## src/rtl/cpu_ctrl_pkg.sv

```systemverilog
// Shared definitions for the control sequencer: opcode map, phase encoding and
// the table of T-states that need a memory access.
package cpu_ctrl_pkg;

    localparam int NUM_INSTR = 16;

    localparam logic [3:0] OP_NOP  = 4'h0;
    localparam logic [3:0] OP_LDAC = 4'h1;
    localparam logic [3:0] OP_STAC = 4'h2;
    localparam logic [3:0] OP_MVAC = 4'h3;
    localparam logic [3:0] OP_MOVR = 4'h4;
    localparam logic [3:0] OP_JUMP = 4'h5;
    localparam logic [3:0] OP_JMPZ = 4'h6;
    localparam logic [3:0] OP_JPNZ = 4'h7;
    localparam logic [3:0] OP_ADD  = 4'h8;
    localparam logic [3:0] OP_SUB  = 4'h9;
    localparam logic [3:0] OP_INAC = 4'hA;
    localparam logic [3:0] OP_CLAC = 4'hB;
    localparam logic [3:0] OP_AND  = 4'hC;
    localparam logic [3:0] OP_OR   = 4'hD;
    localparam logic [3:0] OP_XOR  = 4'hE;
    localparam logic [3:0] OP_NOT  = 4'hF;

    typedef enum logic [1:0] {
        EXEC = 2'd0,
        WAIT = 2'd1,
        HALT = 2'd2
    } phase_e;

    function automatic logic is_mem_state(input logic [3:0] opcode, input logic [2:0] tcount);
        logic mem;
        mem = 1'b0;
        case (tcount)
            3'd1:       mem = 1'b1;
            3'd3, 3'd4: mem = (opcode == OP_LDAC) || (opcode == OP_STAC) || (opcode == OP_JUMP) ||
                              (opcode == OP_JMPZ) || (opcode == OP_JPNZ);
            3'd6:       mem = (opcode == OP_LDAC);
            3'd7:       mem = (opcode == OP_STAC);
            default:    mem = 1'b0;
        endcase
        return mem;
    endfunction

endpackage

```

## src/rtl/opcode_decoder.sv

```systemverilog
// Pure 4-to-16 one-hot instruction decode.
module opcode_decoder
    import cpu_ctrl_pkg::*;
(
    input  logic [3:0]           op_i,
    output logic [NUM_INSTR-1:0] dec_o
);

    always_comb begin
        dec_o       = '0;
        dec_o[op_i] = 1'b1;
    end

endmodule

```

## src/rtl/control_sequencer.sv

```systemverilog
// Timing/decode sequencer: one-hot T-states with memory wait insertion,
// single-step halting, opcode latch/decode, zero flag and sticky error flags.
module control_sequencer
    import cpu_ctrl_pkg::*;
#(
    parameter int OPCODE_W   = 4,
    parameter int WAIT_LIMIT = 15
) (
    input  logic                CLK,
    input  logic                CLEAR,
    input  logic                SOFT_RESET,
    input  logic                IR_LOAD,
    input  logic [OPCODE_W-1:0] IR_IN,
    input  logic                Z_IN,
    input  logic                Z_LOAD,
    input  logic                MEM_READY,
    input  logic                STEP_MODE,
    input  logic                STEP,
    output logic                T0, T1, T2, T3, T4, T5, T6, T7,
    output logic                INOP, ILDAC, ISTAC, IMVAC, IMOVR, IJUMP, IJMPZ, IJPNZ,
    output logic                IADD, ISUB, IINAC, ICLAC, IAND, IOR, IXOR, INOT,
    output logic                Z,
    output logic                MEM_REQ,
    output logic                HALTED,
    output logic                SEQ_ERR,
    output logic                MEM_TMO
);

    localparam logic [7:0] WAIT_LAST = 8'(WAIT_LIMIT - 1);

    phase_e              phase_q, phase_d;
    logic [2:0]          tcount_q, tcount_d;
    logic [OPCODE_W-1:0] opcode_q, opcode_d;
    logic [7:0]          wait_q, wait_d;
    logic                z_q, z_d;
    logic                seq_err_q, seq_err_d;
    logic                mem_tmo_q, mem_tmo_d;
    logic                step_prev_q;
    logic                step_edge;
    logic [7:0]          t_lines;
    logic [NUM_INSTR-1:0] dec;

    always_ff @(posedge CLK or posedge CLEAR) begin
        if (CLEAR) begin
            phase_q     <= EXEC;
            tcount_q    <= '0;
            opcode_q    <= '0;
            wait_q      <= '0;
            z_q         <= 1'b0;
            seq_err_q   <= 1'b0;
            mem_tmo_q   <= 1'b0;
            step_prev_q <= 1'b0;
        end else begin
            phase_q     <= phase_d;
            tcount_q    <= tcount_d;
            opcode_q    <= opcode_d;
            wait_q      <= wait_d;
            z_q         <= z_d;
            seq_err_q   <= seq_err_d;
            mem_tmo_q   <= mem_tmo_d;
            step_prev_q <= STEP;
        end
    end

    assign step_edge = STEP & ~step_prev_q;

    always_comb begin
        phase_d   = phase_q;
        tcount_d  = tcount_q;
        wait_d    = wait_q;
        seq_err_d = seq_err_q;
        mem_tmo_d = mem_tmo_q;
        opcode_d  = IR_LOAD ? IR_IN : opcode_q;
        z_d       = Z_LOAD ? Z_IN : z_q;
        unique case (phase_q)
            EXEC: begin
                if (SOFT_RESET) begin
                    tcount_d = '0;
                    phase_d  = STEP_MODE ? HALT : EXEC;
                end else if (tcount_q == 3'd7) begin
                    tcount_d  = '0;
                    seq_err_d = 1'b1;
                end else begin
                    tcount_d = tcount_q + 3'd1;
                    // An opcode loaded on this same edge already governs the next state.
                    if (is_mem_state(4'(opcode_d), tcount_d)) begin
                        phase_d = WAIT;
                        wait_d  = '0;
                    end
                end
            end
            WAIT: begin
                if (MEM_READY) begin
                    phase_d = EXEC;
                    wait_d  = '0;
                end else if (wait_q == WAIT_LAST) begin
                    mem_tmo_d = 1'b1;
                    tcount_d  = '0;
                    phase_d   = EXEC;
                    wait_d    = '0;
                end else begin
                    wait_d = wait_q + 8'd1;
                end
            end
            HALT: begin
                if (step_edge || !STEP_MODE) begin
                    phase_d = EXEC;
                end
            end
            default: begin
                phase_d  = EXEC;
                tcount_d = '0;
            end
        endcase
    end

    // T lines are forced low combinationally while CLEAR is held.
    assign t_lines = (phase_q == EXEC && !CLEAR) ? (8'b1 << tcount_q) : '0;
    assign {T7, T6, T5, T4, T3, T2, T1, T0} = t_lines;

    opcode_decoder u_decoder (
        .op_i  (4'(opcode_q)),
        .dec_o (dec)
    );

    assign {INOT, IXOR, IOR, IAND, ICLAC, IINAC, ISUB, IADD,
            IJPNZ, IJMPZ, IJUMP, IMOVR, IMVAC, ISTAC, ILDAC, INOP} = dec;

    assign Z       = z_q;
    assign MEM_REQ = (phase_q == WAIT);
    assign HALTED  = (phase_q == HALT);
    assign SEQ_ERR = seq_err_q;
    assign MEM_TMO = mem_tmo_q;

endmodule

```

## config.mk

```make
export PLATFORM = sky130hd
export DESIGN_NAME = control_sequencer
export DESIGN_NICKNAME = d
export VERILOG_FILES = /design/src/rtl/cpu_ctrl_pkg.sv /design/src/rtl/opcode_decoder.sv /design/src/rtl/control_sequencer.sv
export SDC_FILE = /design/constraint.sdc
export NUM_CORES = 1
export LEC_CHECK = 0
export ABC_AREA = 1
export BUFFER_PORTS_ARGS = -buffer_cell sky130_fd_sc_hd__buf_2
export CAP_MARGIN = 20
export CORE_MARGIN = 2
export CORE_UTILIZATION = 51
export DETAILED_ROUTE_END_ITERATION = 7
export PLACE_DENSITY = 0.79
export SLEW_MARGIN = 10
export SYNTH_ARGS = -nofsm -noshare
export SYNTH_HDL_FRONTEND = slang
export SYNTH_SLANG_ARGS = --single-unit
```

## constraint.sdc

```tcl
create_clock -name CLK -period 2 [get_ports CLK]
set_input_delay 0.4 -clock CLK [delete_from_list [all_inputs] [get_ports CLK]]
set_output_delay 0.4 -clock CLK [all_outputs]
set_load 0.02 [all_outputs]
```

### Yosys cells after proc, flatten, opt, wreduce, memory -nomap -nowiden

Cells that the tools add are included.

* register bits after elaboration: 21
* latch bits: 0
* bits in writable memories: 0
* memory bits (read-only): 0
* input bits: 13
* output and inout bits: 29
* logic and storage cells: 85
* memories kept: 0

* $add $sub $neg: 2
* $mul: 0
* div/mod/pow operators: 0
* order comparisons: 2
* equality and inequality tests: 23
* shift operators: 1
* muxes and demuxes: 27
* bitwise gates (word level): 5
* reduce and logical (&&, ||, !) cells: 17

Operators by type and width (count)
* 8-bit two-way mux: 6
* 8-bit case mux with 2 select lines: 1
* 2-bit two-way mux: 7
* 3-bit equality test, second input constant: 4
* 4-bit by 3-bit equality test with 1-bit output, second input constant: 3
* 3-bit two-way mux: 4
* 3-bit case mux with 3 select lines: 1
* 3-bit AND reduction: 3
* 8-bit by 1-bit adder with 8-bit output, second input constant: 1
* 8-bit by 4-bit equality test with 1-bit output, second input constant: 1
* 2-bit inequality test, second input constant: 4
* 4-bit AND reduction: 2
* 1-bit by 3-bit << shifter with 8-bit output, first input constant: 1
* 3-bit inequality test, second input constant: 2
* 2-bit case mux with 3 select lines: 1
* 1-bit logical OR: 5
* 4-bit by 5-bit < comparator with 1-bit output, second input constant: 1
* 1-bit demux with 4-bit select: 1
* 4-bit by 1-bit equality test with 1-bit output, second input constant: 1
* 4-bit by 2-bit equality test with 1-bit output, second input constant: 1
* 4-bit by 1-bit >= comparator with 1-bit output, second input constant: 1
* 1-bit two-way mux: 4
* 4-bit two-way mux: 1
* 2-bit by 1-bit inequality test with 1-bit output, second input constant: 2
* other kinds (14): 19

### Depth between registers and ports, before layout

Gate-level depths: netlist (run 1).

* depth in word-level cells: 14
* depth in mapped cells: 13
* gate-level depth less buffers: 12

### Modules after synthesis

Synthesis (run 1) repeated with hierarchy kept, for this count alone.

* cell total of the unflattened synthesis: 206
* area, all modules: 1477.7 µm²

By module, submodules not included
* control_sequencer: times used 1, cells each 178, area each 1372.6 µm², sequential area each 525.5 µm²
* opcode_decoder: times used 1, cells each 28, area each 105.1 µm², sequential area each 0.0 µm²

### Least setup slack after synthesis (run 1)

OpenSTA, ideal clock, no wires.

* path type: in2out
* start point: input port CLEAR
* end point: output port T0
* data arrival time: 1644 ps
* required time: 1600 ps
* setup slack: -44 ps
* stages: 3
* path buffers: 0
* cells stage by stage: inv_1 nand2_1 nor3_1

* longest elaborated chain between the ends: 3

RTL lines
* start: declaration: RTL line control_sequencer.sv:10 `input logic CLEAR,`
* 1-bit logical NOT: RTL line control_sequencer.sv:118 `assign t_lines = (phase_q == EXEC && !CLEAR) ? (8'b1 << tcount_q) : '0;`
* 1-bit logical AND: RTL line control_sequencer.sv:118
* 8-bit two-way mux: RTL line control_sequencer.sv:118
* end: declaration: RTL line control_sequencer.sv:19 `output logic T0, T1, T2, T3, T4, T5, T6, T7,`

No other way between the ends.

### Worst setup path in the final report (run 1)

* start point: register phase_q[1]
* end point: output port T6

* longest elaborated chain between the ends: 3

RTL lines
* start: declaration: RTL line control_sequencer.sv:31 `phase_e phase_q, phase_d;`
* start signal: assignment: RTL line control_sequencer.sv:54 `phase_q <= phase_d;`
* 2-bit logical NOT: RTL line control_sequencer.sv:118
* 1-bit logical AND: RTL line control_sequencer.sv:118
* 8-bit two-way mux: RTL line control_sequencer.sv:118
* end: declaration: RTL line control_sequencer.sv:19

No other way between the ends.

==> tab_implementation.tex, run 1 <==
\begin{tabular}{lr}
\hline
Metric & Value \\
\hline
\multicolumn{2}{l}{\textbf{Logic synthesis}} \\
\quad Share of the synthesized area in the top cell type & 36.81\% \\
\quad Share of flip-flops with an asynchronous set or reset after synthesis & 100.0\% \\
\quad Top cells by area, synth & dfrtp\_1, nand2\_1, inv\_1 \\
\quad Number of enable-type register cells in the synthesized netlist & 0 \\
\quad Most frequently used flop master after synthesis & dfrtp\_1 \\
\quad Yosys synthesis warning count & 0 \\
\quad Most common cell in the netlist & nand2\_1 \\
\quad Number of nets in the synthesized netlist & 222 \\
\quad Post-synthesis register bit count & 21 \\
\quad Most instantiated cells after synthesis & nand2\_1, inv\_1, nor2\_1 \\
\quad Mean instance size in the synthesized netlist & 7.103 um2 \\
\quad Post-Synthesis Cells & 201 \\
\quad Cell type with the highest aggregate area in the netlist & dfrtp\_1 \\
\quad Area of the mapped netlist & 1428 um2 \\
\quad Number of unique standard cell types used by synthesis & 23 \\
\quad Proportion of synthesized chip area in sequential cells & 36.81\% \\
\multicolumn{2}{l}{\textbf{STA}} \\
\quad Shortest clock period the worst path allows after layout & 1.869 ns \\
\quad RSZ-0062 raised after global routing & no \\
\quad Slew at the pin with the worst max-slew slack & 0.2851 ns \\
\quad Post-Route Skew & 0.002535 ns \\
\quad Number of pins with negative max-slew slack in the final report & 0 \\
\quad Hold violation total from the final report & 0 \\
\quad Achievable Freq & 0.5351 GHz \\
\quad Setup Viol. Count Final & 0 \\
\quad Period Utilization, post-route & 93.44\% \\
\quad Worst slew margin relative to its limit & 80.92\% \\
\quad Summed negative setup slack over all endpoints & 0 ns \\
\quad Worst Slack Setup Final & 0.1312 ns \\
\multicolumn{2}{l}{\textbf{Placement}} \\
\quad Pre-CTS setup slack & 0.2891 ns \\
\quad Port Buf Inserts & 41 \\
\quad Routability Congestion & 0.8070 \\
\quad Detailed-placement wirelength estimate & 2254 um \\
\multicolumn{2}{l}{\textbf{Worst hold path}} \\
\quad Min-delay worst type & primary input to asynchronous set/reset pin \\
\multicolumn{2}{l}{\textbf{Pwr}} \\
\quad Leakage power & 0.9893 nW \\
\quad VDD IR max & 0.7141 mV \\
\quad Power density of the placed cells & 824.1 nW/um2 \\
\multicolumn{2}{l}{\textbf{Floorplan}} \\
\quad Std cell rows & 19 \\
\quad Chip height & 56.91 um \\
\quad Floorplan die width & 56.91 um \\
\quad Number of ports placed on the die boundary & 42 \\
\quad Starting Density & 52.68\% \\
\quad Full die area & 3238 um2 \\
\quad Area of the core region & 2710 um2 \\
\multicolumn{2}{l}{\textbf{Critical path}} \\
\quad Capturing element type of the critical path & output port \\
\quad Worst setup path class & flop to output port \\
\quad Path depth of the worst reg2reg path & 11 \\
\quad List of cells traversed by the critical path & nor2\_1 > nand2\_2 > nor3\_1 > buf\_2 \\
\quad Worst r2r dst & wait\_q[5] \\
\quad Largest stage delay on the critical path & 0.47 ns \\
\quad Critical-path top delay cell & dfrtp\_1 \\
\quad CP max FO & 8 \\
\quad Arrival time of data at the critical path endpoint & 1.47 ns \\
\quad Data required, critical path & 1.60 ns \\
\quad Reg-to-reg setup timing slack & 0.26 ns \\
\quad Startpoint of the worst-slack reg-to-reg timing path & tcount\_q[0] \\
\quad Startpoint Class & flop \\
\multicolumn{2}{l}{\textbf{CTS}} \\
\quad Bufs on Longest Clock Path & 2 \\
\quad Root Buffer & clkbuf\_4 \\
\quad Postcts setup bufs & 0 \\
\quad Clock transition time at the flip-flop clock pins of the worst setup and hold paths & 0.12 ns \\
\quad TritonCTS clock tree & built \\
\quad Clock network latency to the later pin of the worst-skew pair & 0.30 ns \\
\quad Cts bufs inserted & 3 \\
\quad H-tree lvl count & 1 \\
\quad Total number of clock tree sinks & 21 \\
\multicolumn{2}{l}{\textbf{Cells and area}} \\
\quad Number of fill cells & 257 \\
\quad Layout-stage area growth over the synthesis result & 19.89\% \\
\quad Antenna Diode Count & 0 \\
\quad Net count, final & 270 \\
\quad Proportion of layout cells with a drive suffix above 1 & 25.40\% \\
\quad Area used by sequential logic in the layout & 525.5 um2 \\
\quad Area of the multi-input gates & 760.7 um2 \\
\multicolumn{2}{l}{\textbf{Route}} \\
\quad Final Routed Wirelength & 2938 um \\
\quad Count of vias placed by the detailed router & 1366 \\
\quad DRC violations left & 0 \\
\quad First-pass iteration count of the detailed router & 5 \\
\quad Average wire per cell in the routed design & 10.53 um \\
\quad Via-per-instance ratio & 4.896 \\
\quad Violation count after the first detailed-route iteration & 58 \\
\quad Antenna Nets Post-Route & 0 \\
\multicolumn{2}{l}{\textbf{Global routing}} \\
\quad Antenna violations before repair & 0 \\
\quad Overall fraction of global-route tracks in use & 20.05\% \\
\quad Overflow after GRT & 0 \\
\quad Via count of the first global-routing pass & 1241 \\
\quad Pin count of the biggest net entering global routing & 22 \\
\quad Wire length of the first global-routing pass & 5237 um \\
\multicolumn{2}{l}{\textbf{Run}} \\
\quad Max-capacitance violation count & 0 \\
\multicolumn{2}{l}{\textbf{Outcome}} \\
\quad Status & finished, final reports clean \\
\hline
\end{tabular}
[per-stage QoR]
| stage | total power, mW | cells | hold WS [ns] | util (%) | instance area, um2 |
|---|---|---|---|---|---|
| 2_1_floorplan | 1.021 | 201 | 0.3850 | - | 1428 |
| 5_1_grt | 1.533 | 279 | 0.1988 | 63.16 | 1712 |
| 3_3_place_gp | 1.188 | 275 | 0.4532 | 62.10 | 1683 |
| 4_1_cts | 1.418 | 279 | 0.1636 | 63.07 | 1709 |
| 3_5_place_dp | 1.203 | 275 | 0.4564 | 62.10 | 1683 |
| 6_report | 1.411 | 279 | 0.1756 | 63.16 | 1712 |
[report_power, final]
group / switching (mW) / internal (mW) / leakage [nW]
registers: 0.0771 / 0.485 / 0.272
logic: 0.425 / 0.215 / 0.702
clock network: 0.131 / 0.0776 / 0.0150
[state kept, by name, summed over array words and instances (netlist names)]
| signal | flops |
|---|---|
| phase_q | 2 |
| opcode_q | 4 |
| Z | 1 |
| tcount_q | 3 |
| step_prev_q | 1 |
| wait_q | 8 |
| SEQ_ERR | 1 |
| MEM_TMO | 1 |
[repair_timing]
action / 4_1_cts / 5_1_grt
hold buffers: 0 / 0
resized for setup: 0 / 1
endpoints found under the setup margin: 0 / 2
[how the worst max path moves through the flow]
stage                     slack (ns)   startpoint  cells after the start   endpoint
after floorplan                -0.04        CLEAR                      3         T0
after global placement          0.33  tcount_q[0]                     11  wait_q[5]
after detailed placement        0.29  tcount_q[0]                     11  wait_q[7]
after CTS                       0.08   phase_q[1]                      4         T6
after global routing            0.05   phase_q[1]                      4         T6
final                           0.13   phase_q[1]                      4         T6
[cells by family (layout without fill, tap and decap cells)]
| family | Yosys count | count (layout) | synth area share (%) |
|---|---|---|---|
| flops | 21 | 21 | 36.81 |
| compound gates | 11 | 11 | 4.469 |
| simple gates | 122 | 122 | 39.00 |
| xor+xnor | 3 | 3 | 1.841 |
| mux | 1 | 1 | 0.7887 |
| buf+inv | 35 | 82 | 10.08 |
| fa+ha+maj | 8 | 8 | 7.012 |
[routing by layer]
metal / vias to the layer above / GRT usage (%) / share of wire, %
li1: 718 / - / -
met1: 605 / 28.26 / 47
met2: 39 / 32.02 / 46
met3: 4 / 3.226 / 5.5
met4: 0 / 5.648 / 0.78
met5: - / 0 / 0
[cells in the final DEF, fill, tap and decap left out]
cell and count:
xor2_1 3, a31o_2 1, inv_6 1, dfrtp_1 21, clkbuf_4 3, mux2_2 1, nand4_4 1, inv_1 32
nor2_8 1, nor2_1 28, clkbuf_1 1, buf_2 41, o21ai_0 4, nand2_2 7, nand3_1 12, o21ai_1 1
nor2_2 3, nand2_1 56, o21bai_1 2, a21oi_1 3, nor3_1 6, buf_4 3, nand4_1 7, or2_1 1
inv_2 1, ha_1 8
[layout make-up]
type                    instances  area share [%]
repair buffers                 44           13.30
multi-input cells             145           44.44
flip-flops and latches         21           30.70
well taps                      31           2.266
inverters                      34           7.749
clock buffers                   4           1.535
[worst max-delay path: cells and delay by family, from the launching register on]
family	cells	cell delay (ns)
simple gates	3	0.51
flops	1	0.47
buf+inv	1	0.19
Note: power is estimated with default switching activity, not from simulation.
==> run 2, diff against run 1 <==
--- a/config.mk
+++ b/config.mk
@@ -9,9 +9,9 @@
 export BUFFER_PORTS_ARGS = -buffer_cell sky130_fd_sc_hd__buf_2
 export CAP_MARGIN = 20
 export CORE_MARGIN = 2
-export CORE_UTILIZATION = 51
+export CORE_UTILIZATION = 55
 export DETAILED_ROUTE_END_ITERATION = 7
-export PLACE_DENSITY = 0.79
+export PLACE_DENSITY = 0.84
 export SLEW_MARGIN = 10
 export SYNTH_ARGS = -nofsm -noshare
 export SYNTH_HDL_FRONTEND = slang
==> constraint.sdc (replaced) <==
create_clock -name CLK -period 2.4 [get_ports CLK]
set_input_delay 0.48 -clock CLK [delete_from_list [all_inputs] [get_ports CLK]]
set_output_delay 0.48 -clock CLK [all_outputs]
set_load 0.02 [all_outputs]
==> run 2 against run 1 <==
Compared with the run above:
- utilization up 5.2 points
- critical path depth did not move
- largest power group unchanged
- critical path type unchanged
- sequential power is 17% lower
- sequential share of layout area is 0.34 points higher
- largest cell class unchanged
- global-route usage is 0.45 points lower
==> tab_implementation.tex, run 2 (synthesis gave the netlist of run 1 again) <==
\begin{tabular}{lr}
\hline
Metric & Value \\
\hline
\multicolumn{2}{l}{\textbf{Critical path}} \\
\quad Capturing element type of the critical path & output port \\
\quad Worst setup path startpoint & phase\_q[1] \\
\quad Largest stage delay on the critical path & 0.47 ns \\
\quad Setup crit end & T5 \\
\quad Arrival time of data at the critical path endpoint & 1.71 ns \\
\quad Critical-path top delay cell & dfrtp\_1 \\
\quad Worst setup path class & flop to output port \\
\quad List of cells traversed by the critical path & nor2\_1 > nand2\_1 > nor3\_1 > buf\_2 \\
\quad Largest delay contributor family on the critical path & simple AND/OR/NAND/NOR gates \\
\quad Data required, critical path & 1.92 ns \\
\quad Startpoint Class & flop \\
\quad Startpoint of the worst-slack reg-to-reg timing path & tcount\_q[1] \\
\quad Buffering stage count on the worst path with inverters included & 1 \\
\quad CP Depth & 4 \\
\quad Worst r2r dst & wait\_q[3] \\
\quad Reg-to-reg setup timing slack & 0.65 ns \\
\quad Path depth of the worst reg2reg path & 11 \\
\quad CP max FO & 8 \\
\multicolumn{2}{l}{\textbf{Worst hold path}} \\
\quad Min-delay worst type & primary input to asynchronous set/reset pin \\
\multicolumn{2}{l}{\textbf{CTS}} \\
\quad Cts hold-fix bufs & 0 \\
\quad Total number of clock tree sinks & 21 \\
\quad Cts repair resizes & 0 \\
\quad Clock network latency to the later pin of the worst-skew pair & 0.31 ns \\
\quad Cts bufs inserted & 3 \\
\quad TritonCTS clock tree & built \\
\quad Postcts setup bufs & 0 \\
\quad H-tree lvl count & 1 \\
\quad Bufs on Longest Clock Path & 2 \\
\quad Root Buffer & clkbuf\_4 \\
\quad Clock transition time at the flip-flop clock pins of the worst setup and hold paths & 0.11 ns \\
\multicolumn{2}{l}{\textbf{Pwr}} \\
\quad Leakage power & 0.9788 nW \\
\quad Switch share & 44.56\% \\
\quad Proportion of power drawn by the clock network & 15.0\% \\
\quad Internal Pwr Total & 0.6353 mW \\
\quad Total net switching power & 0.5105 mW \\
\quad VDD IR max & 0.5152 mV \\
\quad Flop pwr share & 40.7\% \\
\quad Power density of the placed cells & 676.9 nW/um2 \\
\quad Combinational share of power & 44.3\% \\
\multicolumn{2}{l}{\textbf{STA}} \\
\quad Shortest clock period the worst path allows after layout & 2.191 ns \\
\quad Worst slew margin relative to its limit & 72.76\% \\
\quad Achievable Freq & 0.4564 GHz \\
\quad Hold violation total from the final report & 0 \\
\quad Summed negative setup slack over all endpoints & 0 ns \\
\quad Post-Route Skew & 0.004896 ns \\
\quad Smallest hold slack & 0.2247 ns \\
\quad Slew at the pin with the worst max-slew slack & 0.4071 ns \\
\quad Setup Viol. Count Final & 0 \\
\quad Number of pins with negative max-slew slack in the final report & 0 \\
\quad RSZ-0062 raised after global routing & no \\
\quad Period Utilization, post-route & 91.29\% \\
\multicolumn{2}{l}{\textbf{Cells and area}} \\
\quad Largest registers & wait\_q: 8 flops, opcode\_q: 4 flops, tcount\_q: 3 flops \\
\quad Antenna Diode Count & 0 \\
\quad Layout-stage area growth over the synthesis result & 18.58\% \\
\quad Net count, final & 268 \\
\quad Commonest cells after routing, fill and taps aside & nand2\_1, buf\_2, inv\_1 \\
\quad Most flops, register & wait\_q \\
\quad Number of fill cells & 223 \\
\quad Most frequent standard cell in the layout excluding fill and tap cells & nand2\_1 \\
\quad Summed area of non-filler cells in the final layout & 1693 um2 \\
\quad Flip-flop count of the largest register, all copies and words added & 8 \\
\quad Proportion of layout cells with a drive suffix above 1 & 24.39\% \\
\multicolumn{2}{l}{\textbf{Route}} \\
\quad DRC violations left & 0 \\
\quad Average wire per cell in the routed design & 10.12 um \\
\quad Final Routed Wirelength & 2793 um \\
\quad Antenna Nets Post-Route & 0 \\
\quad First-pass iteration count of the detailed router & 4 \\
\quad Via-per-instance ratio & 4.801 \\
\quad Count of vias placed by the detailed router & 1325 \\
\quad Violation count after the first detailed-route iteration & 37 \\
\multicolumn{2}{l}{\textbf{Floorplan}} \\
\quad Starting Density & 57.63\% \\
\quad Area of the core region & 2477 um2 \\
\quad Chip height & 54.95 um \\
\quad Floorplan die width & 54.95 um \\
\quad Std cell rows & 18 \\
\quad Number of ports placed on the die boundary & 42 \\
\quad Full die area & 3019 um2 \\
\multicolumn{2}{l}{\textbf{Placement}} \\
\quad Detailed-placement wirelength estimate & 2155 um \\
\quad Port Buf Inserts & 41 \\
\quad Routability Congestion & 0.8555 \\
\quad Post-place instance area & 1667 um2 \\
\multicolumn{2}{l}{\textbf{Global routing}} \\
\quad Pin count of the biggest net entering global routing & 22 \\
\quad Antenna violations before repair & 0 \\
\quad Overflow after GRT & 0 \\
\quad Overall fraction of global-route tracks in use & 19.60\% \\
\quad Via count of the first global-routing pass & 1088 \\
\quad Wire length of the first global-routing pass & 4250 um \\
\multicolumn{2}{l}{\textbf{Run}} \\
\quad Max-capacitance violation count & 0 \\
\multicolumn{2}{l}{\textbf{Outcome}} \\
\quad Status & finished, final reports clean \\
\hline
\end{tabular}
==> run 2: changes by cell type in the layout (fill, tap and decap cells not counted), sizes merged <==
cell,change
buf,-2
==> run 2: worst min path at each step <==
stage                          from  slack, ns   endpoint
after detailed placement    SEQ_ERR       0.46    SEQ_ERR
after floorplan           wait_q[6]       0.46  wait_q[6]
final                         CLEAR       0.22  wait_q[2]
after global routing          CLEAR       0.25  wait_q[1]
after CTS                     CLEAR       0.24  wait_q[1]
after global placement      SEQ_ERR       0.45    SEQ_ERR
==> run 2: per-stage QoR <==
step / setup WS (ns) / power, mW / cells / util [%]
floorplan: 0.1959 / 0.8508 / 201 / -
global placement: 0.6659 / 0.9740 / 272 / 67.27
detailed placement: 0.5879 / 0.9838 / 272 / 67.27
CTS: 0.2312 / 1.157 / 276 / 68.33
global route: 0.01641 / 1.240 / 276 / 68.33
finish: 0.2089 / 1.146 / 276 / 68.33
==> run 2: final cells by class <==
cell class | count | area, um2 | share of cell area, %
sequential | 21 | 525.5 | 31.04
inverter | 34 | 132.6 | 7.834
timing repair buffer | 42 | 212.7 | 12.56
tap | 30 | 37.54 | 2.217
clock buffer | 4 | 26.28 | 1.552
multi-input combinational | 145 | 758.2 | 44.79
==> run 2: power by group through the flow <==
stage                     Combinational, mW  Clock (mW)  Sequential [mW]
after global routing                  0.573       0.195            0.472
after floorplan                       0.386           0            0.465
after detailed placement              0.511           0            0.473
after CTS                             0.511       0.180            0.466
after global placement                0.503           0            0.471
final                                 0.508       0.172            0.466
==> run 2: tightest hold or removal path: cells and delay by family <==
family / cells / cell delay (ns)
buffers and inverters: 3 / 0.44
==> run 2: metal layers <==
metal  up-vias  global-route usage (%)  wire length (um)
met2        34                   32.94              1262
met1       572                   24.31              1332
met4         0                   9.350                38
met5         -                       0                 0
li1        714                       -                 -
met3         5                   3.495               159
==> run 3, diff against run 2 <==
--- a/config.mk
+++ b/config.mk
@@ -5,11 +5,10 @@
 export SDC_FILE = /design/constraint.sdc
 export NUM_CORES = 1
 export LEC_CHECK = 0
-export ABC_AREA = 1
 export BUFFER_PORTS_ARGS = -buffer_cell sky130_fd_sc_hd__buf_2
 export CAP_MARGIN = 20
 export CORE_MARGIN = 2
-export CORE_UTILIZATION = 55
+export CORE_UTILIZATION = 54
 export DETAILED_ROUTE_END_ITERATION = 7
 export PLACE_DENSITY = 0.84
 export SLEW_MARGIN = 10
==> run 3 against run 2 <==
Compared with the run above:
- sequential cell count stayed put
- wire length down 1.3%
- fmax increased by 2.1%
- count of clock-buffer cells in the layout decreased by 1
- clock skew shrank 0.0039 ns
- global-route usage up 2.3 points
- synthesized cell count down 33%
- area after synthesis shrank 7.3%
- combinational power is 2% lower
- non-clock buffer count is 1 lower
- cell count shrank 25%
- critical path type is now flop to flop
- critical endpoint is now wait_q[0]
- largest cell class unchanged
==> tab_implementation.tex, run 3 <==
\begin{tabular}{lr}
\hline
Metric & Value \\
\hline
\multicolumn{2}{l}{\textbf{Outcome}} \\
\quad Status & finished, final reports clean \\
\multicolumn{2}{l}{\textbf{Critical path}} \\
\quad Startpoint Class & flop \\
\quad Library cell appearing most often on the critical path & ha\_1 \\
\quad Path depth of the worst reg2reg path & 7 \\
\quad Worst setup path class & flop to flop \\
\quad Largest stage delay on the critical path & 0.43 ns \\
\quad Data required, critical path & 2.66 ns \\
\quad Arrival time of data at the critical path endpoint & 2.40 ns \\
\quad List of cells traversed by the critical path & ha\_1 > ha\_1 > inv\_1 > a211oi\_1 > o221ai\_2 > o2111ai\_4 > mux2\_2 \\
\quad CP max FO & 8 \\
\quad Critical-path top delay cell & dfrtp\_1 \\
\quad Capturing element type of the critical path & flop \\
\multicolumn{2}{l}{\textbf{STA}} \\
\quad RSZ-0062 raised after global routing & no \\
\quad Period Utilization, post-route & 89.44\% \\
\quad Hold violation total from the final report & 0 \\
\quad Shortest clock period the worst path allows after layout & 2.147 ns \\
\quad Slew at the pin with the worst max-slew slack & 0.7366 ns \\
\quad Post-Route Skew & 0.0009926 ns \\
\quad Worst Slack Setup Final & 0.2534 ns \\
\quad Number of pins with negative max-slew slack in the final report & 0 \\
\quad Worst slew margin relative to its limit & 50.84\% \\
\quad Achievable Freq & 0.4659 GHz \\
\quad Setup Viol. Count Final & 0 \\
\quad Summed negative setup slack over all endpoints & 0 ns \\
\multicolumn{2}{l}{\textbf{CTS}} \\
\quad Clock network latency to the later pin of the worst-skew pair & 0.31 ns \\
\quad Cts repair resizes & 0 \\
\quad TritonCTS clock tree & built \\
\quad Total number of clock tree sinks & 21 \\
\quad Root Buffer & clkbuf\_4 \\
\quad H-tree lvl count & 1 \\
\quad Cts hold-fix bufs & 0 \\
\quad Postcts setup bufs & 0 \\
\quad Cts bufs inserted & 3 \\
\quad Bufs on Longest Clock Path & 2 \\
\quad Clock transition time at the flip-flop clock pins of the worst setup and hold paths & 0.11 ns \\
\multicolumn{2}{l}{\textbf{Worst hold path}} \\
\quad Min-delay worst type & primary input to flop \\
\quad Worst hold stages & 1 \\
\multicolumn{2}{l}{\textbf{Logic synthesis}} \\
\quad Post-synthesis register bit count & 21 \\
\quad Top cells by area, synth & dfrtp\_1, ha\_1, nor3\_1 \\
\quad Share of flip-flops with an asynchronous set or reset after synthesis & 100.0\% \\
\quad Mean instance size in the synthesized netlist & 9.806 um2 \\
\quad Post-Synthesis Cells & 135 \\
\quad Cell type with the highest aggregate area in the netlist & dfrtp\_1 \\
\quad Number of enable-type register cells in the synthesized netlist & 0 \\
\quad Yosys synthesis warning count & 0 \\
\quad Number of unique standard cell types used by synthesis & 39 \\
\quad Most instantiated cells after synthesis & dfrtp\_1, nor2\_1, inv\_1, nor3\_1, ha\_1 \\
\quad Most common cell in the netlist & dfrtp\_1 \\
\quad Share of the synthesized area in the top cell type & 39.70\% \\
\quad Proportion of synthesized chip area in sequential cells & 39.70\% \\
\quad Most frequently used flop master after synthesis & dfrtp\_1 \\
\quad Area of the mapped netlist & 1324 um2 \\
\quad Number of nets in the synthesized netlist & 156 \\
\multicolumn{2}{l}{\textbf{Pwr}} \\
\quad Total net switching power & 0.4976 mW \\
\quad Internal Pwr Total & 0.6828 mW \\
\quad Switch share & 42.16\% \\
\quad Power density of the placed cells & 745.8 nW/um2 \\
\quad VDD IR max & 0.7163 mV \\
\quad Leakage power & 0.8443 nW \\
\quad Proportion of power drawn by the clock network & 14.4\% \\
\quad Post-route total power & 1.180 mW \\
\quad Flop pwr share & 43.2\% \\
\quad Combinational share of power & 42.4\% \\
\multicolumn{2}{l}{\textbf{Placement}} \\
\quad Inst Count DP & 202 \\
\quad Pre-CTS setup slack & 0.3310 ns \\
\quad Port Buf Inserts & 41 \\
\quad Routability Congestion & 0.8287 \\
\quad Detailed-placement wirelength estimate & 2157 um \\
\multicolumn{2}{l}{\textbf{Route}} \\
\quad Average wire per cell in the routed design & 13.39 um \\
\quad Via-per-instance ratio & 5.665 \\
\quad DRC violations left & 0 \\
\quad First-pass iteration count of the detailed router & 4 \\
\quad Final Routed Wirelength & 2758 um \\
\quad Count of vias placed by the detailed router & 1167 \\
\quad Violation count after the first detailed-route iteration & 30 \\
\quad Antenna Nets Post-Route & 0 \\
\multicolumn{2}{l}{\textbf{Global routing}} \\
\quad Overall fraction of global-route tracks in use & 21.92\% \\
\quad Via count of the first global-routing pass & 1032 \\
\quad Pin count of the biggest net entering global routing & 22 \\
\quad Antenna violations before repair & 0 \\
\quad Overflow after GRT & 0 \\
\quad Wire length of the first global-routing pass & 4505 um \\
\multicolumn{2}{l}{\textbf{Floorplan}} \\
\quad Full die area & 2863 um2 \\
\quad Std cell rows & 17 \\
\quad Number of ports placed on the die boundary & 42 \\
\quad Floorplan die width & 53.51 um \\
\quad Chip height & 53.51 um \\
\quad Area of the core region & 2255 um2 \\
\quad Starting Density & 58.71\% \\
\multicolumn{2}{l}{\textbf{Cells and area}} \\
\quad Proportion of layout cells with a drive suffix above 1 & 32.02\% \\
\quad Antenna Diode Count & 0 \\
\quad Largest registers & wait\_q: 8 flops, opcode\_q: 4 flops, tcount\_q: 3 flops \\
\quad Net count, final & 200 \\
\quad Post-layout instance count excluding filler cells & 206 \\
\quad Layout-stage area growth over the synthesis result & 19.57\% \\
\quad Flip-flop count of the largest register, all copies and words added & 8 \\
\quad Most flops, register & wait\_q \\
\quad Most frequent standard cell in the layout excluding fill and tap cells & buf\_2 \\
\quad Commonest cells after routing, fill and taps aside & buf\_2, dfrtp\_1, nor2\_1 \\
\quad Number of fill cells & 175 \\
\multicolumn{2}{l}{\textbf{Run}} \\
\quad Max-capacitance violation count & 0 \\
\hline
\end{tabular}
==> run 3: worst paths after layout <==
path | start | end | slack [ns]
min | STEP | step_prev_q | 0.28
max reg2reg | tcount_q[1] | wait_q[0] | 0.25
max | tcount_q[1] | wait_q[0] | 0.25
min reg2reg | SEQ_ERR | SEQ_ERR | 0.47
min in group asynchronous | CLEAR | step_prev_q | 0.30
max in group asynchronous | CLEAR | opcode_q[1] | 1.64
==> run 3: area by class of cell <==
| class | count | area, um2 | area share (%) |
|---|---|---|---|
| Multi-Input combinational cell | 102 | 752.0 | 47.51 |
| Sequential cell | 21 | 525.5 | 33.20 |
| Timing Repair Buffer | 41 | 205.2 | 12.96 |
| Inverter | 10 | 37.54 | 2.372 |
| Tap cell | 28 | 35.03 | 2.213 |
| Clock buffer | 3 | 22.52 | 1.423 |
| Clock inverter | 1 | 5.005 | 0.3162 |
==> run 3: power groups by stage <==
stage | clock network (mW) | registers, mW | logic, mW
6_report | 0.170 | 0.510 | 0.500
5_1_grt | 0.184 | 0.524 | 0.556
4_1_cts | 0.171 | 0.507 | 0.501
3_5_place_dp | 0 | 0.512 | 0.496
3_3_place_gp | 0 | 0.508 | 0.482
2_1_floorplan | 0 | 0.476 | 0.399
==> run 3: cells by family after synthesis <==
kind of cell,after synthesis,synth area share (%)
AO/OA/AOI/OAI,23,15.41
XOR/XNOR,2,1.323
multiplexers,8,7.089
AND/OR/NAND/NOR,61,25.43
flip-flops,21,39.70
buffers and inverters,12,3.497
adder cells (fa/ha/maj),8,7.562
==> run 3: per-layer routing <==
| layer | part of all wire [%] | up-vias | wire, um | GRT usage, % |
|---|---|---|---|---|
| met2 | 48 | 47 | 1334 | 39.51 |
| met4 | 1.3 | 0 | 36 | 5.983 |
| li1 | - | 576 | - | - |
| met1 | 43 | 538 | 1176 | 26.63 |
| met3 | 7.6 | 6 | 210 | 3.955 |
| met5 | 0 | - | 0 | 0 |
==> run 3: critical path, delay by kind of cell, from the launching register on <==
kind	cells	cell delay [ns]
adder cells (fa/ha/maj)	2	0.57
AO/OA/AOI/OAI	3	0.80
buffers and inverters	1	0.07
flip-flops	1	0.43
multiplexers	1	0.22
==> run 3: per-stage QoR <==
stage | instance area (um2) | hold slack, ns | utilization, %
6_report | 1583 | 0.2835 | 70.20
4_1_cts | 1583 | 0.2837 | 70.20
5_1_grt | 1583 | 0.2772 | 70.20
3_5_place_dp | 1555 | 0.4436 | 68.98
2_1_floorplan | 1324 | 0.4565 | -
3_3_place_gp | 1555 | 0.4365 | 68.98
